### config.mk
export PLATFORM = sky130hd
export DESIGN_NAME = oversample_vote
export DESIGN_NICKNAME = d
export VERILOG_FILES = /design/src/rtl/oversample_vote.sv
export SDC_FILE = /design/constraint.sdc
export NUM_CORES = 1
export LEC_CHECK = 0
export ABC_AREA = 1
export BUFFER_PORTS_ARGS = -buffer_cell sky130_fd_sc_hd__buf_4
export CORE_UTILIZATION = 45
export DETAILED_ROUTE_END_ITERATION = 10
export GPL_ROUTABILITY_DRIVEN = 0
export PLACE_DENSITY = 0.68
export SETUP_SLACK_MARGIN = 0.2
export SYNTH_ARGS = -nofsm -noshare
export SYNTH_HDL_FRONTEND = slang
export SYNTH_SLANG_ARGS = --single-unit
### constraint.sdc
create_clock -name clk -period 1.8 [get_ports clk]
set_clock_uncertainty 0.05 [all_clocks]
set_input_delay 0 -clock clk [delete_from_list [all_inputs] [get_ports clk]]
set_output_delay 0 -clock clk [all_outputs]
set_load 0.005 [all_outputs]
### src/rtl/oversample_vote.sv
// ----------------------------------------------------------------------------
// oversample_vote
//   Reduces RATIO oversampled bits per channel to one decided bit. Each window
//   takes RATIO qualified samples. The decision is either a majority vote
//   (count of ones >= thresh) or the sample taken at the centre of the window.
//
// Ports
//   clk         clock; all state updates on the rising edge
//   rst         asynchronous reset, active low
//   en          sample qualifier; only en=1 cycles consume a sample
//   data_in     raw samples; bit c belongs to channel c
//   thresh      majority threshold, sampled at the final-sample edge
//   mode        0 = majority vote, 1 = centre-sample pick (sampled at final edge)
//   resync      synchronous window restart; has priority over en
//   data_out    registered decided bits; held between strobes
//   data_valid  one-cycle strobe marking a new data_out
// ----------------------------------------------------------------------------
module oversample_vote #(
  parameter int CHANNELS = 1,
  parameter int RATIO    = 20,
  parameter int ACC_W    = $clog2(RATIO + 1)
) (
  input  logic                clk,
  input  logic                rst,
  input  logic                en,
  input  logic [CHANNELS-1:0] data_in,
  input  logic [ACC_W-1:0]    thresh,
  input  logic                mode,
  input  logic                resync,
  output logic [CHANNELS-1:0] data_out,
  output logic                data_valid
);

  localparam int               CNT_W  = (RATIO > 2) ? $clog2(RATIO) : 1;
  localparam logic [CNT_W-1:0] CNT_LAST   = CNT_W'(RATIO - 1);
  localparam logic [CNT_W-1:0] CNT_CENTRE = CNT_W'(RATIO / 2);
  localparam logic [CNT_W-1:0] CNT_ONE    = CNT_W'(1);
  localparam logic [CNT_W-1:0] CNT_ZERO   = CNT_W'(0);
  localparam logic [ACC_W-1:0] ACC_ZERO   = ACC_W'(0);

  logic [CNT_W-1:0]    cnt_q, cnt_d;
  logic [ACC_W-1:0]    acc_q [CHANNELS];
  logic [ACC_W-1:0]    acc_d [CHANNELS];
  logic [CHANNELS-1:0] centre_q, centre_d;
  logic [CHANNELS-1:0] data_out_q, data_out_d;
  logic                data_valid_q, data_valid_d;

  logic                last_s;
  logic                at_centre_s;
  logic [ACC_W-1:0]    sum_s [CHANNELS];
  logic [CHANNELS-1:0] vote_s;
  logic [CHANNELS-1:0] centre_pick_s;

  assign last_s      = (cnt_q == CNT_LAST);
  assign at_centre_s = (cnt_q == CNT_CENTRE);

  // Per-channel window sums including the current sample, and both decisions.
  // The sum never exceeds RATIO, so ACC_W bits cannot overflow. When the centre
  // slot is also the final slot (RATIO=2) the live sample is the centre sample.
  always_comb begin
    for (int c = 0; c < CHANNELS; c++) begin
      sum_s[c]         = acc_q[c] + {{(ACC_W-1){1'b0}}, data_in[c]};
      vote_s[c]        = (sum_s[c] >= thresh);
      centre_pick_s[c] = at_centre_s ? data_in[c] : centre_q[c];
    end
  end

  // Next-state: resync beats en; the final sample closes the window.
  always_comb begin
    cnt_d        = cnt_q;
    centre_d     = centre_q;
    data_out_d   = data_out_q;
    data_valid_d = 1'b0;
    for (int c = 0; c < CHANNELS; c++) begin
      acc_d[c] = acc_q[c];
    end

    if (resync) begin
      cnt_d    = CNT_ZERO;
      centre_d = {CHANNELS{1'b0}};
      for (int c = 0; c < CHANNELS; c++) begin
        acc_d[c] = ACC_ZERO;
      end
    end else if (en) begin
      if (last_s) begin
        cnt_d        = CNT_ZERO;
        centre_d     = {CHANNELS{1'b0}};
        data_valid_d = 1'b1;
        data_out_d   = mode ? centre_pick_s : vote_s;
        for (int c = 0; c < CHANNELS; c++) begin
          acc_d[c] = ACC_ZERO;
        end
      end else begin
        cnt_d = cnt_q + CNT_ONE;
        for (int c = 0; c < CHANNELS; c++) begin
          acc_d[c] = sum_s[c];
        end
        if (at_centre_s) begin
          centre_d = data_in;
        end else begin
          centre_d = centre_q;
        end
      end
    end else begin
      cnt_d = cnt_q;
    end
  end

  // State registers with asynchronous active-low reset.
  always_ff @(posedge clk or negedge rst) begin
    if (!rst) begin
      cnt_q        <= CNT_ZERO;
      centre_q     <= {CHANNELS{1'b0}};
      data_out_q   <= {CHANNELS{1'b0}};
      data_valid_q <= 1'b0;
      for (int c = 0; c < CHANNELS; c++) begin
        acc_q[c] <= ACC_ZERO;
      end
    end else begin
      cnt_q        <= cnt_d;
      centre_q     <= centre_d;
      data_out_q   <= data_out_d;
      data_valid_q <= data_valid_d;
      for (int c = 0; c < CHANNELS; c++) begin
        acc_q[c] <= acc_d[c];
      end
    end
  end

  assign data_out   = data_out_q;
  assign data_valid = data_valid_q;

endmodule

==> flow_summary_export.csv, run 1 <==
group,metric,value,unit
outcome,status,"finished, violations left",
outcome,violations,"negative hold slack, negative setup slack",
final_layout,antenna_cells,0,
logic_synthesis,seq_area_frac_synth,38.12,%
global_route,grt_start_max_net_pins,14,
logic_synthesis,synthDistinctLibCells,20,
logic_synthesis,syn_inst,106,
sta,finalHoldViolCount,1,
critical_path,cp_cell_sequence,"ha_4, ha_4, nand3_2, xor2_2, inv_1, ha_4, nand2_2, nor2_1, nor2_1, nand2_1, nand3_1, nand2_1",
logic_synthesis,syn_avg_cell_area,8.050,um2
route,drc_errors,0,
critical_path,cpPeakStageDelay,0.42,ns
clock_tree,clk_pin_slew,0.08,ns
power_and_ir_drop,peakVddDrop,0.0003726,V
floorplan,coreArea,1745,um2
critical_path,worstPathMaxFanout,2,
clock_tree,cts_tree,"built",
logic_synthesis,synth_top_area_share,38.12,%
final_layout,drive_gt1_share,25.40,%
global_route,grt_pass1_vias,710,
route,first_pass_iters,5,
final_layout,areaGrowthSynthToFinish,28.74,%
placed_design,port_buffers,12,
global_route,antenna_found_initial,0,
global_route,grt_first_pass_wirelength,2.849,mm
floorplan,start_util,48.89,%
hold_path,worstHoldPathType,"input pin to register",
logic_synthesis,synth_area_leaders,"dfrtp_1 (38%), ha_1 (13%), nand2_1 (13%)",
flow_run,cap_viol_max_count,0,
clock_tree,cts_buffers,3,
critical_path,arrival,1.95,ns
power_and_ir_drop,p_per_area,535.3,nW/um2
sta,slew_violations,0,
sta,slew_headroom,82.54,%
sta,tightest_slew,0.2619,ns
logic_synthesis,ys_ff_latch,13,
logic_synthesis,netlist_area,853.3,um2
critical_path,worstSetupPathType,"register to register",
sta,rsz0062_at_grt,"true",
clock_tree,htree_num_levels,1,
final_layout,fill_cells,151,
global_route,grt_overflow,0,
sta,period_share,101.4,%
critical_path,slowest_stage,"dfrtp_1",
route,antenna_left,0,
route,via_per_inst,4.868,
logic_synthesis,netlist.top_cell.by_area,"dfrtp_1",
placed_design,place_inst,143,
final_layout,post-route-cell-area,1099,um2
sta,setup_viol,1,
critical_path,cpMostUsedCell,"ha_4",
route,routed_wl,1.722,mm
floorplan,io_pins,13,
route,drt_first_iter_violations,10,
logic_synthesis,synth_warnings,0,
critical_path,critPathLaunchType,"register",
floorplan,row_count,15,
critical_path,end_kind,"register",
floorplan,die_y,45.55,um
clock_tree,ctsRootBufferMaster,"clkbuf_4",
critical_path,worst_ep_required_time,1.92,ns
final_layout,final_cell_count_no_fill,151,
sta,setup_ws,-0.02510,ns
placed_design,dp_hpwl,1.244,mm
logic_synthesis,synthesis.nets,126,
power_and_ir_drop,power_leakage,0.0005737,uW
final_layout,nets,147,
clock_tree,clk-insertion-delay-late,0.28,ns
placed_design,placed_cell_area,994.7,um2
route,wl_per_cell,11.40,um
clock_tree,clock-sinks,13,
floorplan,die_w,45.55,um
sta,fin_hold_ws,-0.0006427,ns
sta,layout_min_cycle_time,1.825,ns
sta,setup_tns,-0.02510,ns
sta,max_freq,0.5479,GHz
route,vias,735,
hold_path,holdPathStages,4,
global_route,grt_use_total,19.68,%
final_layout,utilization,62.94,%
floorplan,die_area,2074,um2
clock_tree,clk_path_buf_depth,2,
critical_path,reg2reg_depth,12,
## kinds of logic after synthesis
kind of cell	share of synthesized area [%]
AND/OR/NAND/NOR	28.01
buffers and inverters	9.970
flip-flops	38.12
AO/OA/AOI/OAI	6.599
adder cells (fa/ha/maj)	13.20
XOR/XNOR	4.106
## per-layer routing
metal	GRT usage, %	routed length [um]	vias to the layer above
met5	0	0	-
met2	32.00	863	23
met1	24.13	768	336
li1	-	-	374
met4	6.061	9	0
met3	7.143	79	2
## final timing paths
| check | startpoint | end | slack (ns) |
|---|---|---|---|
| min in group asynchronous | rst | acc_q[4] | 0.05 |
| min | mode | data_out | -0.0006 |
| max reg2reg | acc_q[0] | data_out | -0.03 |
| min reg2reg | centre_q | centre_q | 0.45 |
| max | acc_q[0] | data_out | -0.03 |
| max in group asynchronous | rst | data_out | 1.49 |
## critical path, delay by kind of cell, from the launching register on
kind	cells	cell delay, ns
buf+inv	1	0.09
fa+ha+maj	3	0.56
xor+xnor	1	0.15
flops	1	0.42
simple gates	7	0.48
## cell usage after synthesis
master and count:
ha_1 9, dfrtp_1 13, nor2_1 6, buf_6 1
xnor2_1 2, o21ai_0 8, nand3_1 7, a22oi_1 1
nand3_2 1, nand2_1 30, nor2_4 1, clkbuf_1 1
nor2_2 1, nand2_4 1, xor2_1 2, inv_4 1
nand4_1 2, nand3_4 1, a31o_2 1, inv_1 17
## cell usage in the layout, fill, tap and decap left out, drive strengths merged
cell type,Yosys,routed
clkbuf,1,4
ha,9,9
nand3,9,9
o21ai,8,8
dfrtp,13,13
xnor2,2,2
nand4,2,2
buf,1,15
nor2,8,8
xor2,2,2
inv,18,18
nand2,31,31
a22oi,1,1
dlygate4sd3,0,3
a31o,1,1
## metrics by stage
stage                     total power (uW)  worst slack, ns
final                                588.1         -0.02510
after global routing                 628.1          -0.1632
after CTS                            586.7          -0.1066
after detailed placement             398.0         -0.09455
after global placement               394.0         -0.03333
after floorplan                      358.2          0.02250
## power by group
group | internal, uW | total [uW] | switching, uW
combinational | 47.4 | 96.2 | 48.8
sequential | 299 | 309 | 9.51
clock | 86.1 | 183 | 97.1
## sequential cells by signal (all words and copies together), names as in the netlist
signal / count
data_out: 1
cnt_q: 5
centre_q: 1
acc_q: 5
data_valid: 1
## repair_timing
item / CTS / global route
gates resized for setup: 0 / 5
hold endpoints to repair: 14 / 0
setup buffers: 0 / 1
hold buffers: 3 / 0
pin swaps: 7 / 4
endpoints found under the setup margin: 1 / 1
## final cells by class
class                   instances  area, um2  share of cell area, %
inverters                      18      70.07                  6.378
flip-flops and latches         13      325.3                  29.61
multi-input cells              73      503.0                  45.79
well taps                      25      31.28                  2.847
repair buffers                 18      142.6                  12.98
clock buffers                   4      26.28                  2.392
Power figures use the tool's default switching activity.
==> inputs of run 2 (changes only) <==
--- a/config.mk
+++ b/config.mk
@@ -7,7 +7,9 @@
 export LEC_CHECK = 0
 export ABC_AREA = 1
 export BUFFER_PORTS_ARGS = -buffer_cell sky130_fd_sc_hd__buf_4
+export CAP_MARGIN = 20
 export CORE_UTILIZATION = 45
+export CTS_BUF_LIST = sky130_fd_sc_hd__clkbuf_4
 export DETAILED_ROUTE_END_ITERATION = 10
 export GPL_ROUTABILITY_DRIVEN = 0
 export PLACE_DENSITY = 0.68
==> constraint.sdc (replaced) <==
create_clock -name clk -period 1.8 [get_ports clk]
set_clock_uncertainty 0.05 [all_clocks]
set_input_delay 0 -clock clk [delete_from_list [all_inputs] [get_ports clk]]
set_output_delay 0 -clock clk [all_outputs]
set_load 0.05 [all_outputs]
==> run 2 against run 1 <==
- the run still ends with negative hold slack, negative setup slack left
- wire length rose by 0.12%
- critical path depth did not move
- worst setup slack improved by 0.00062 ns
- clock power up 9%
- fmax hardly changed
- final cell count stayed put
- combinational power is 3.4% higher
- power increased by 3.5%
- worst hold slack lost 0.0018 ns
- via count down 0.14%
- utilization rose by 0.21 points
- critical endpoint unchanged
==> flow_summary_export.csv, run 2 (synthesized netlist as in run 1, its figures left out) <==
group,metric,value,unit
outcome,status,"finished, violations left",
outcome,violations,"negative hold slack, negative setup slack",
clock_tree,clock-sinks,13,
critical_path,worstPathMaxFanout,2,
critical_path,worst_ep_required_time,1.92,ns
final_layout,multiInputGateArea,503.0,um2
placed_design,port_buffers,12,
global_route,grt_pass1_vias,707,
sta,tightest_slew,0.2619,ns
final_layout,post-route-cell-area,1102,um2
clock_tree,clk_pin_slew,0.08,ns
critical_path,critPathLaunchType,"register",
clock_tree,clk_path_buf_depth,2,
floorplan,coreArea,1745,um2
global_route,grt_use_total,19.68,%
critical_path,end_kind,"register",
sta,period_share,101.4,%
floorplan,io_pins,13,
final_layout,drive_gt1_share,26.19,%
floorplan,start_util,48.89,%
route,routed_wl,1.724,mm
global_route,grt_start_max_net_pins,14,
final_layout,final_cell_mix,"nand2_1 (29), inv_1 (17), buf_4 (15), dfrtp_1 (13), o21ai_0 (8)",
route,first_pass_iters,5,
final_layout,nets,147,
sta,setup_ws,-0.02448,ns
route,antenna_left,0,
final_layout,final_cell_count_no_fill,151,
critical_path,cpPeakStageDelay,0.42,ns
final_layout,fill_cells,152,
critical_path,reg2reg_slack,-0.02,ns
placed_design,dp_hpwl,1.244,mm
final_layout,register_area,325.3,um2
critical_path,slowest_stage,"dfrtp_1",
final_layout,antenna_cells,0,
floorplan,die_y,45.55,um
critical_path,cp_cell_sequence,"ha_4, ha_4, nand3_2, xor2_2, inv_1, ha_4, nand2_2, nor2_1, nor2_1, nand2_1, nand3_1, nand2_1",
flow_run,cap_viol_max_count,0,
floorplan,die_area,2074,um2
floorplan,row_count,15,
sta,slew_violations,0,
route,vias,734,
power_and_ir_drop,power_leakage,0.0005771,uW
critical_path,arrival,1.95,ns
final_layout,layout_commonest_cell,"nand2_1",
clock_tree,cts_tree,"built",
power_and_ir_drop,peakVddDrop,0.0003752,V
clock_tree,clk-insertion-delay-late,0.28,ns
clock_tree,htree_num_levels,1,
sta,finalHoldViolCount,1,
clock_tree,cts_buffers,3,
sta,fin_hold_ws,-0.002403,ns
critical_path,worstSetupPathType,"register to register",
placed_design,place_inst,143,
placed_design,pre_cts_slack,-0.09455,ns
hold_path,worstHoldPathType,"input pin to register",
sta,setup_viol,1,
global_route,antenna_found_initial,0,
sta,layout_min_cycle_time,1.824,ns
route,drt_first_iter_violations,10,
final_layout,largest_registers,"acc_q: 5 flops, cnt_q: 5 flops",
sta,slew_headroom,82.54,%
floorplan,die_w,45.55,um
critical_path,path_buf_inv,1,
route,drc_errors,0,
global_route,grt_first_pass_wirelength,2.849,mm
final_layout,areaGrowthSynthToFinish,29.18,%
route,via_per_inst,4.861,
clock_tree,ctsRootBufferMaster,"clkbuf_4",
sta,max_freq,0.5481,GHz
critical_path,crit_family,"adder cells",
placed_design,placed_cell_area,994.7,um2
sta,rsz0062_at_grt,"true",
global_route,grt_overflow,0,
power_and_ir_drop,p_per_area,551.9,nW/um2
critical_path,cpMostUsedCell,"ha_4",
route,wl_per_cell,11.42,um
-- run 2: path summary, 6_finish.rpt --
check	from	to	depth (start not counted)
max in group asynchronous	rst	data_out	2
worst max-delay path	acc_q[0]	data_out	12
worst min-delay path	mode	data_out	4
min in group asynchronous	rst	acc_q[4]	2
worst max register to register	acc_q[0]	data_out	12
worst min register to register	centre_q	centre_q	2
-- run 2: through the flow --
stage	TNS, ns	total power [uW]	hold slack (ns)	util (%)
floorplan	0	361.5	-0.3456	-
global placement	-0.03333	397.4	-0.1949	56.99
detailed placement	-0.09455	401.5	-0.1932	56.99
CTS	-0.1066	605.3	0.002060	60.43
global route	-0.1626	645.2	0.006320	63.15
finish	-0.02448	608.4	-0.002403	63.15
-- run 2: worst reg2reg max path: cells and delay by family (launching register included) --
family | cells | cell delay (ns)
and+or+nand+nor | 7 | 0.48
DFF | 1 | 0.42
xor gates and xnor gates | 1 | 0.15
adders and majority gates | 3 | 0.56
buffers and inverters | 1 | 0.09
-- run 2: metal layers --
metal	global-route usage [%]	vias up	share of wire (%)
met5	0	-	0
met4	6.061	0	0.52
met3	7.143	2	4.9
met2	31.71	23	50
met1	24.38	336	44
li1	-	373	-
-- run 2: area by class of cell --
cell class              count  area share, %
multi-input cells          73          45.63
inverters                  18          6.356
well taps                  25          2.838
repair buffers             18          12.94
clock buffers               4          2.724
flip-flops and latches     13          29.51
-- run 2: report_power, final --
group          total [uW]  internal (uW)  switching [uW]
Clock                 200            101            98.9
Combinational        99.5           47.5            52.0
Sequential            309            299            9.55
Total                 608            448             160
-- run 2: repair_timing --
action	CTS	global route
resized for setup	0	5
pin swaps	7	4
endpoints found under the hold margin	14	0
setup endpoints to repair	1	1
buffers inserted	0	1
hold buffers	3	0
